--- src/rtl/intra_pkg.sv ---
`default_nettype none
// +----------------------------------------------------------------------------+
// | intra_pkg: shared types and clip helper for 4x4 luma intra reconstruction   |
// | Revision: 1.0                                                              |
// +----------------------------------------------------------------------------+
package intra_pkg;

   localparam int DEF_BIT_DEPTH = 8;
   localparam int DEF_RES_W     = 10;
   localparam int CLIP_W        = 18;

   typedef enum logic [3:0] {
      INTRA4_V  = 4'd0,
      INTRA4_H  = 4'd1,
      INTRA4_DC = 4'd2
   } intra_mode_e;

   typedef enum logic [2:0] {
      ST_IDLE  = 3'd0,
      ST_PRED  = 3'd1,
      ST_RECON = 3'd2,
      ST_ERR   = 3'd3,
      ST_DONE  = 3'd4
   } recon_state_e;

   // Saturates a signed sum into 0..2^bit_depth-1.
   function automatic logic [15:0] clip_pix(input logic signed [CLIP_W-1:0] val,
                                            input int bit_depth);
      logic signed [CLIP_W-1:0] max_val;
      max_val = CLIP_W'((1 << bit_depth) - 1);
      if (val[CLIP_W-1])
         clip_pix = '0;
      else if (val > max_val)
         clip_pix = 16'(max_val);
      else
         clip_pix = 16'(val);
   endfunction

endpackage
`default_nettype wire

--- src/rtl/intra4x4_pred.sv ---
`default_nettype none
// +----------------------------------------------------------------------------+
// | intra4x4_pred: combinational 4x4 luma predictor (V / H / DC)               |
// | Revision: 1.0                                                              |
// +----------------------------------------------------------------------------+
module intra4x4_pred
   import intra_pkg::*;
#(
   parameter int BIT_DEPTH = DEF_BIT_DEPTH
) (
   input  logic [3:0]             mode,
   input  logic [4*BIT_DEPTH-1:0] top,
   input  logic [4*BIT_DEPTH-1:0] left,
   input  logic                   top_avail,
   input  logic                   left_avail,
   input  logic [1:0]             x,
   input  logic [1:0]             y,
   input  logic [BIT_DEPTH-1:0]   dc_reg,
   output logic [BIT_DEPTH-1:0]   pred,
   output logic [BIT_DEPTH-1:0]   dc_val
);

   localparam int SUM_W = BIT_DEPTH + 3;

   logic [SUM_W-1:0] w_sum_top;
   logic [SUM_W-1:0] w_sum_left;

   always_comb begin
      w_sum_top  = '0;
      w_sum_left = '0;
      for (int k = 0; k < 4; k++) begin
         w_sum_top  = w_sum_top  + SUM_W'(top[k*BIT_DEPTH +: BIT_DEPTH]);
         w_sum_left = w_sum_left + SUM_W'(left[k*BIT_DEPTH +: BIT_DEPTH]);
      end
      if (top_avail && left_avail)
         dc_val = BIT_DEPTH'((w_sum_top + w_sum_left + SUM_W'(4)) >> 3);
      else if (top_avail)
         dc_val = BIT_DEPTH'((w_sum_top + SUM_W'(2)) >> 2);
      else if (left_avail)
         dc_val = BIT_DEPTH'((w_sum_left + SUM_W'(2)) >> 2);
      else
         dc_val = BIT_DEPTH'(SUM_W'(1) << (BIT_DEPTH - 1));
   end

   // DC uses the value frozen during PRED so the sums are off the pixel path.
   always_comb begin
      pred = dc_reg;
      case (mode)
         INTRA4_V: pred = top[int'(x)*BIT_DEPTH +: BIT_DEPTH];
         INTRA4_H: pred = left[int'(y)*BIT_DEPTH +: BIT_DEPTH];
         default:  pred = dc_reg;
      endcase
   end

endmodule
`default_nettype wire

--- src/rtl/decoder_intra4x4_recon.sv ---
`default_nettype none
// +----------------------------------------------------------------------------+
// | decoder_intra4x4_recon: rebuilds a 4x4 luma intra block from pred+residual |
// | Revision: 1.0                                                              |
// +----------------------------------------------------------------------------+
module decoder_intra4x4_recon
   import intra_pkg::*;
#(
   parameter int BIT_DEPTH = DEF_BIT_DEPTH,
   parameter int RES_W     = DEF_RES_W
) (
   input  logic                   clk,
   input  logic                   reset,
   input  logic                   start,
   input  logic [3:0]             mode,
   input  logic [4*BIT_DEPTH-1:0] top,
   input  logic [4*BIT_DEPTH-1:0] left,
   input  logic                   top_avail,
   input  logic                   left_avail,
   output logic                   busy,
   input  logic                   res_valid,
   input  logic [RES_W-1:0]       res_data,
   output logic                   res_ready,
   output logic                   pix_valid,
   output logic [BIT_DEPTH-1:0]   pix_data,
   output logic [1:0]             pix_x,
   output logic [1:0]             pix_y,
   output logic                   done,
   output logic                   mode_err
);

   recon_state_e           r_state;
   logic [3:0]             r_mode;
   logic [4*BIT_DEPTH-1:0] r_top;
   logic [4*BIT_DEPTH-1:0] r_left;
   logic                   r_top_avail;
   logic                   r_left_avail;
   logic [BIT_DEPTH-1:0]   r_dc;
   logic [3:0]             r_cnt;
   logic                   r_pix_valid;
   logic [BIT_DEPTH-1:0]   r_pix_data;
   logic [1:0]             r_pix_x;
   logic [1:0]             r_pix_y;
   logic                   r_done;
   logic                   r_mode_err;

   logic [BIT_DEPTH-1:0]   w_pred;
   logic [BIT_DEPTH-1:0]   w_dc_val;
   logic signed [RES_W:0]  w_sum;
   logic                   w_hs;
   logic                   w_mode_bad;

   intra4x4_pred #(.BIT_DEPTH(BIT_DEPTH)) u_pred (
      .mode       (r_mode),
      .top        (r_top),
      .left       (r_left),
      .top_avail  (r_top_avail),
      .left_avail (r_left_avail),
      .x          (r_cnt[1:0]),
      .y          (r_cnt[3:2]),
      .dc_reg     (r_dc),
      .pred       (w_pred),
      .dc_val     (w_dc_val)
   );

   assign w_hs       = res_valid && (r_state == ST_RECON);
   assign w_mode_bad = (r_mode > INTRA4_DC) ||
                       ((r_mode == INTRA4_V) && !r_top_avail) ||
                       ((r_mode == INTRA4_H) && !r_left_avail);
   assign w_sum      = $signed({{(RES_W+1-BIT_DEPTH){1'b0}}, w_pred}) +
                       $signed({res_data[RES_W-1], res_data});

   always_ff @(posedge clk or negedge reset) begin
      if (!reset) begin
         r_state      <= ST_IDLE;
         r_mode       <= '0;
         r_top        <= '0;
         r_left       <= '0;
         r_top_avail  <= 1'b0;
         r_left_avail <= 1'b0;
         r_dc         <= '0;
         r_cnt        <= '0;
         r_pix_valid  <= 1'b0;
         r_pix_data   <= '0;
         r_pix_x      <= '0;
         r_pix_y      <= '0;
         r_done       <= 1'b0;
         r_mode_err   <= 1'b0;
      end else begin
         r_pix_valid <= w_hs;
         r_done      <= 1'b0;
         r_mode_err  <= 1'b0;
         if (w_hs) begin
            r_pix_data <= BIT_DEPTH'(clip_pix(CLIP_W'(w_sum), BIT_DEPTH));
            r_pix_x    <= r_cnt[1:0];
            r_pix_y    <= r_cnt[3:2];
            r_cnt      <= r_cnt + 4'd1;
         end
         case (r_state)
            ST_IDLE: begin
               if (start) begin
                  r_mode       <= mode;
                  r_top        <= top;
                  r_left       <= left;
                  r_top_avail  <= top_avail;
                  r_left_avail <= left_avail;
                  r_cnt        <= '0;
                  r_state      <= ST_PRED;
               end
            end
            ST_PRED: begin
               r_dc <= w_dc_val;
               if (w_mode_bad) begin
                  r_state    <= ST_ERR;
                  r_done     <= 1'b1;
                  r_mode_err <= 1'b1;
               end else begin
                  r_state <= ST_RECON;
               end
            end
            // Leaving RECON on the last handshake drops res_ready with the final pixel.
            ST_RECON: begin
               if (w_hs && (r_cnt == 4'd15)) begin
                  r_state <= ST_DONE;
                  r_done  <= 1'b1;
               end
            end
            ST_ERR:  r_state <= ST_IDLE;
            ST_DONE: r_state <= ST_IDLE;
            default: r_state <= ST_IDLE;
         endcase
      end
   end

   assign busy      = (r_state != ST_IDLE);
   assign res_ready = (r_state == ST_RECON);
   assign pix_valid = r_pix_valid;
   assign pix_data  = r_pix_data;
   assign pix_x     = r_pix_x;
   assign pix_y     = r_pix_y;
   assign done      = r_done;
   assign mode_err  = r_mode_err;

endmodule
`default_nettype wire

--- config.mk ---
export PLATFORM = sky130hd
export DESIGN_NAME = decoder_intra4x4_recon
export DESIGN_NICKNAME = d
export VERILOG_FILES = /design/src/rtl/intra_pkg.sv /design/src/rtl/intra4x4_pred.sv /design/src/rtl/decoder_intra4x4_recon.sv
export SDC_FILE = /design/constraint.sdc
export NUM_CORES = 1
export LEC_CHECK = 0
export ABC_AREA = 1
export CORE_ASPECT_RATIO = 1.5
export CORE_MARGIN = 1
export CORE_UTILIZATION = 50
export CTS_CLUSTER_DIAMETER = 60
export CTS_CLUSTER_SIZE = 10
export DETAILED_ROUTE_END_ITERATION = 12
export PLACE_DENSITY = 0.74
export REMOVE_ABC_BUFFERS = 1
export SLEW_MARGIN = 10
export SYNTH_ARGS = -nofsm -noshare
export SYNTH_HDL_FRONTEND = slang
export SYNTH_SLANG_ARGS = --single-unit
--- constraint.sdc ---
create_clock -name clk -period 5.8 [get_ports clk]
set_input_delay 0.58 -clock clk [delete_from_list [all_inputs] [get_ports clk]]
set_output_delay 0.58 -clock clk [all_outputs]
set_load 0.01 [all_outputs]
==> impl_results.md, run 1 <==
- Setup bufs post-CTS: 0
- EDFF count, synth: 0
- GRT Total Usage: 25.9%
- Synth cell types: 35
- Finished Core Util: 61.7%
- Worst Hold Class: input port to asynchronous set/reset pin
- Top-area cell type share of the netlist area: 33.3%
- ANT nets after route: 0
- Initial DRC Count: 291
- Synth Register Bits: 100
- Ys Warns: 0
- Critical path arrival: 5.43 ns
- # resized after CTS: 0
- CTS root buf: clkbuf_16
- Worst Skew: 0.0100 ns
- Clock sinks: 100
- First-pass GRT wire length: 31.2 mm
- Port bufs: 100
- Core Footprint: 14,600 µm²
- Max-Slew Margin vs Limit: 34.7%
- CTS Hold Buffers Added: 0
- Fin. Hold Viols: 0
- Mapped Avg Cell Area: 7.70 µm²
- Yosys top cell by area: dfrtp_1
- Synth Instances: 978
- Required @ worst endpoint: 6.09 ns
- Startpoint types: flop
- CTS tree: done
- Htree depth: 3
- CP max FO: 6
- Post-Route WL: 19.0 mm
- Chip Height: 152 µm
- Grt ovf: 0
- Main synth FF type: dfrtp_1
- Largest net degree at the start of global routing: 61
- Fraction of layout cells with a size suffix above 1: 7.18%
- CTS max path bufs: 2
- Antenna fix cells: 0
- DR vias/cell: 5.31
- Dpl cells: 1,252
- Chip width: 102 µm
- # nets final: 1,231
- Status: completed
- Final design area excluding fillers: 9000 µm²
- Placed Area: 8690 µm²
- Rows: 54
- CP Capture Type: flop
- Initial Util: 51.6%
- Tcrit/Tclk final: 88.6%
- Fmax achieved: 0.195 GHz
- Detailed-route DRC error count: 0
- Slew Viols, Final: 0
- Register area share after synthesis: 33.3%
- Synth-to-layout area growth: 19.6%
- Die area: 15,600 µm²
- DR vias: 6,728
- IO Count: 101
- Num CTS Buffers: 9
- Asr flop ratio synth: 100%
- Mapped cell area: 7530 µm²
- Wire length per cell: 15.0 µm
- Detail Placement HPWL: 15.2 mm
- Largest cells by area after synthesis: dfrtp_1 33%, ha_1 9.8%, nand2_1 8.5%, inv_1 7.9%, a21oi_1 6.3%
- Setup Crit Path Kind: flop to flop
- Gp weighted congestion: 0.921
- Final non-filler cell total: 1,268
- RSZ-0062 raised after global routing: no
- Clock Latency Late Sink: 0.35 ns
- Drt first pass iters: 5
- Worst Tran Pin Value: 0.976 ns
- Initial antenna violation count: 0
- Total negative slack: 0 ns
- Worst-path clk slew: 0.08 ns
- Min cycle time layout: 5.14 ns
- Vias in the first global route: 6,628
- Finish-stage setup viols: 0
- Max-cap check violation count: 0
## area by class of cell
type                       count  area [µm²]
clock buffer                  10         229
clock inverter                 6        82.6
fill                        1361        5590
inverter                     162         608
multi-input combinational    691        4310
sequential                   100        2500
tap                          196         245
timing repair buffer         103        1020
## logic make-up after synthesis
group	count (synthesis)	share of synthesized area, %
buffers and inverters	187	9.54
AND/OR/NAND/NOR	361	20.4
flip-flops	100	33.3
adder cells (fa/ha/maj)	80	15.4
XOR/XNOR	20	2.33
multiplexers	33	4.94
AO/OA/AOI/OAI	197	14.1
## cell usage in the layout, fill, tap and decap left out, types with 5 or more instances in the layout
master / synthesis / layout
clkbuf_16: 0 / 9
nand2_2: 7 / 7
nand4_1: 12 / 12
nand2_1: 171 / 170
ha_1: 59 / 59
inv_1: 159 / 159
nand3_1: 52 / 52
clkdlybuf4s50_1: 0 / 99
o21ai_0: 61 / 61
xnor2_1: 9 / 9
dfrtp_1: 100 / 100
o22ai_1: 10 / 10
mux2_2: 33 / 33
a31oi_1: 13 / 13
fa_1: 21 / 21
nor2_4: 5 / 5
o21bai_1: 5 / 5
xor2_1: 11 / 11
nor2_1: 103 / 103
a21oi_1: 94 / 94
## worst paths after layout
check / slack, ns / cells after the start / start / to
worst max-delay path: 0.66 / 25 / r_left[0]$_DFFE_PN0P_ / r_dc[7]$_DFFE_PN0P_
worst min-delay path: 0.23 / 1 / reset / r_dc[0]$_DFFE_PN0P_
worst max register to register: 0.66 / 25 / r_left[0]$_DFFE_PN0P_ / r_dc[7]$_DFFE_PN0P_
worst min register to register: 0.48 / 2 / pix_data[0]$_DFFE_PN0P_ / pix_data[0]$_DFFE_PN0P_
max in group asynchronous: 4.46 / 2 / reset / r_top[0]$_DFFE_PN0P_
min in group clk: 0.48 / 2 / pix_data[0]$_DFFE_PN0P_ / pix_data[0]$_DFFE_PN0P_
## state kept, by name, summed over array words and instances (netlist names)
name and flops:
r_state 3, r_top 32, r_left 32, r_mode 4, done 1, mode_err 1, pix_y 2, r_top_avail 1
r_cnt 4, r_dc 8, pix_valid 1, pix_data 8, r_left_avail 1, pix_x 2
## stage by stage
stage	hold slack, ns	worst slack, ns
final	0.230	0.662
after global routing	0.287	0.229
after CTS	0.256	0.740
after detailed placement	0.464	0.757
after global placement	0.461	0.925
after floorplan	0.284	1.27
## synth_stat cells (5+ instances only)
cell type	number
o21ai_0	61
o21bai_1	5
ha_1	59
a31oi_1	13
clkbuf_1	10
fa_1	21
nor2_4	5
nand2_2	7
buf_2	10
a21oi_1	94
nand4_1	12
nor2_1	103
o22ai_1	10
nand3_1	52
xnor2_1	9
inv_1	159
mux2_2	33
nand2_1	171
dfrtp_1	100
xor2_1	11
## routing by layer
metal  up-vias  track usage, %  wire, µm  share of wire, %
li1       3368               -         -                 -
met1      3163            29.9      7570                40
met2       158            45.9      9910                52
met3        39            3.26       672               3.5
met4         0            13.1       818               4.3
met5         -               0         0                 0
## critical path: stages, from the launching register on
cell     delay, ns
dfrtp_1       0.37
ha_1          0.19
inv_1         0.06
fa_1          0.40
o21ai_0       0.33
a21oi_1       0.15
o21ai_0       0.28
xnor2_1       0.14
fa_1          0.50
inv_1         0.04
ha_1          0.35
a21oi_1       0.27
o21ai_0       0.12
a31oi_1       0.18
inv_1         0.08
ha_1          0.30
ha_1          0.34
inv_1         0.08
nor3_1        0.21
o21ai_0       0.14
nand4_1       0.12
o21ai_0       0.08
a21o_1        0.16
nand2_1       0.05
nand2_1       0.04
nand2_1       0.08
Power of run 1 is not shown: default switching activity piles up to over one toggle a cycle in this logic, so the estimate is an artifact.
==> run 2, diff against run 1 <==
- clock period: 5.8 -> 5.55 ns (I/O delays scaled with it)
==> run 2 against run 1 <==
Net effect: clock skew about the same; final cell count unchanged; wire length up 1.8%; cell area down 0.19%; first-iteration DRC count down 8.6%; highest routed layer unchanged.
==> impl_results.md, run 2 (synthesized netlist as in run 1, its figures left out) <==
- Initial Util: 51.6% (unchanged)
- Rows: 54 (unchanged)
- First-pass GRT wire length: 31.3 mm (was 31.2 mm)
- RSZ-0062 raised after global routing: no (unchanged)
- IO Count: 101 (unchanged)
- Grt ovf: 0 (unchanged)
- Worst Path Buf+Inv: 4 (unchanged)
- Synth-to-layout area growth: 19.4% (was 19.6%)
- Gp weighted congestion: 0.939 (was 0.921)
- CP Depth: 25 (unchanged)
- Num CTS Buffers: 9 (unchanged)
- Post-Route WL: 19.3 mm (was 19.0 mm)
- Clock sinks: 100 (unchanged)
- Reg2reg end: r_dc[7]$_DFFE_PN0P_ (unchanged)
- Vias in the first global route: 6,610 (was 6,628)
- Detailed-route DRC error count: 0 (unchanged)
- Core Footprint: 14,600 µm² (unchanged)
- Finish-stage setup viols: 0 (unchanged)
- Required @ worst endpoint: 5.84 ns (was 6.09 ns)
- Wire length per cell: 15.2 µm (was 15.0 µm)
- Setup Crit Path Kind: flop to flop (unchanged)
- Initial DRC Count: 266 (was 291)
- Worst Hold Class: input port to asynchronous set/reset pin (unchanged)
- Fraction of layout cells with a size suffix above 1: 7.28% (was 7.18%)
- Fmax achieved: 0.196 GHz (was 0.195 GHz)
- Worst Skew: 0.0104 ns (was 0.0100 ns)
- Htree depth: 3 (unchanged)
- Detail Placement HPWL: 15.3 mm (was 15.2 mm)
- CTS root buf: clkbuf_16 (unchanged)
- Slowest CP cell: fa_1 (unchanged)
- R2r startpoint: r_left[8]$_DFFE_PN0P_ (was r_left[0]$_DFFE_PN0P_)
- Most common cell after layout, fill and taps aside: nand2_1 (unchanged)
- Chip width: 102 µm (unchanged)
- Clock Latency Late Sink: 0.36 ns (was 0.35 ns)
- DR vias: 6,709 (was 6,728)
- Initial antenna violation count: 0 (unchanged)
- CP Capture Type: flop (unchanged)
- Finished Core Util: 61.6% (was 61.7%)
- Die area: 15,600 µm² (unchanged)
- # nets final: 1,231 (unchanged)
- Port bufs: 100 (unchanged)
- Tcrit/Tclk final: 92.1% (was 88.6%)
- ANT nets after route: 0 (unchanged)
- Status: completed (unchanged)
- DR vias/cell: 5.29 (was 5.31)
- CTS max path bufs: 2 (unchanged)
- Layout fillers: 1,359 (was 1,361)
- Startpoint types: flop (unchanged)
- CP max FO: 6 (unchanged)
- Setup slack, reg-to-reg: 0.44 ns (was 0.66 ns)
- CTS tree: done (unchanged)
- Largest net degree at the start of global routing: 61 (unchanged)
- Setup bufs post-CTS: 0 (unchanged)
- Worst Tran Pin Value: 0.941 ns (was 0.976 ns)
- Most frequent cells in the layout: 170 x nand2_1, 159 x inv_1, 103 x nor2_1 (unchanged)
- GRT Total Usage: 26.1% (was 25.9%)
- Slew Viols, Final: 0 (unchanged)
- Drt first pass iters: 6 (was 5)
- Max-Slew Margin vs Limit: 37.0% (was 34.7%)
- Min cycle time layout: 5.11 ns (was 5.14 ns)
- Total negative slack: 0 ns (unchanged)
- Fin. Hold Viols: 0 (unchanged)
- Max-cap check violation count: 0 (unchanged)
- Register-to-Register Path Depth: 25 (unchanged)
- Antenna fix cells: 0 (unchanged)
- Crit path to: r_dc[7]$_DFFE_PN0P_ (unchanged)
- Crit-path leading delay family: adder cells (unchanged)
- Chip Height: 152 µm (unchanged)
- Crit path from: r_left[8]$_DFFE_PN0P_ (was r_left[0]$_DFFE_PN0P_)
- Worst-path clk slew: 0.07 ns (was 0.08 ns)
- Critical path arrival: 5.41 ns (was 5.43 ns)
- Top flop regs: r_left: 32 flops, r_top: 32 flops (unchanged)
- Slowest cell delay on critical path: 0.48 ns (was 0.50 ns)
==> run 2: changes by cell type in the layout (fill, tap and decap cells not counted) <==
cell | previous run | this run
inv_8 | 1 | 0
o21ai_1 | 3 | 4
clkbuf_8 | 0 | 1
clkbuf_1 | 1 | 0
inv_6 | 1 | 3
clkinv_4 | 1 | 0
bufinv_16 | 1 | 0
clkinv_2 | 0 | 1
o21ai_0 | 61 | 60
==> run 2: worst min-delay path by stage <==
stage,startpoint,to,cells past startpoint
4_1_cts,reset,mode_err$_DFF_PN0_,1
6_report,reset,mode_err$_DFF_PN0_,1
3_5_place_dp,pix_data[5]$_DFFE_PN0P_,pix_data[5]$_DFFE_PN0P_,2
5_1_grt,reset,r_dc[1]$_DFFE_PN0P_,1
2_1_floorplan,reset,done$_DFF_PN0_,0
3_3_place_gp,pix_data[0]$_DFFE_PN0P_,pix_data[0]$_DFFE_PN0P_,2
==> run 2: per-stage QoR <==
| stage | hold slack (ns) | instances | instance area (µm²) | setup slack [ns] |
|---|---|---|---|---|
| 3_5_place_dp | 0.465 | 1252 | 8690 | 0.508 |
| 4_1_cts | 0.221 | 1268 | 8980 | 0.473 |
| 6_report | 0.196 | 1268 | 8980 | 0.436 |
| 2_1_floorplan | 0.259 | 953 | 7420 | 1.02 |
| 5_1_grt | 0.249 | 1268 | 8980 | 0.0504 |
| 3_3_place_gp | 0.461 | 1252 | 8690 | 0.698 |
==> run 2: area by class of cell <==
class	instances	area, µm²	share of cell area, %
Timing Repair Buffer	103	1020	11.4
Sequential cell	100	2500	27.9
Inverter	162	608	6.77
Clock inverter	6	55.1	0.613
Multi-Input combinational cell	691	4310	48.0
Tap cell	196	245	2.73
Clock buffer	10	239	2.66
==> run 2: metal layers <==
layer / routed length, µm / track usage (%)
met1: 7580 / 30.2
met2: 10300 / 47.0
met3: 766 / 3.03
met4: 697 / 11.4
met5: 0 / 0
==> run 2: what timing repair did <==
item / CTS / global route
resized for setup: 0 / 1
setup endpoints to repair: 0 / 1
hold buffers: 0 / 0
Power of run 2 is left out for the same reason.
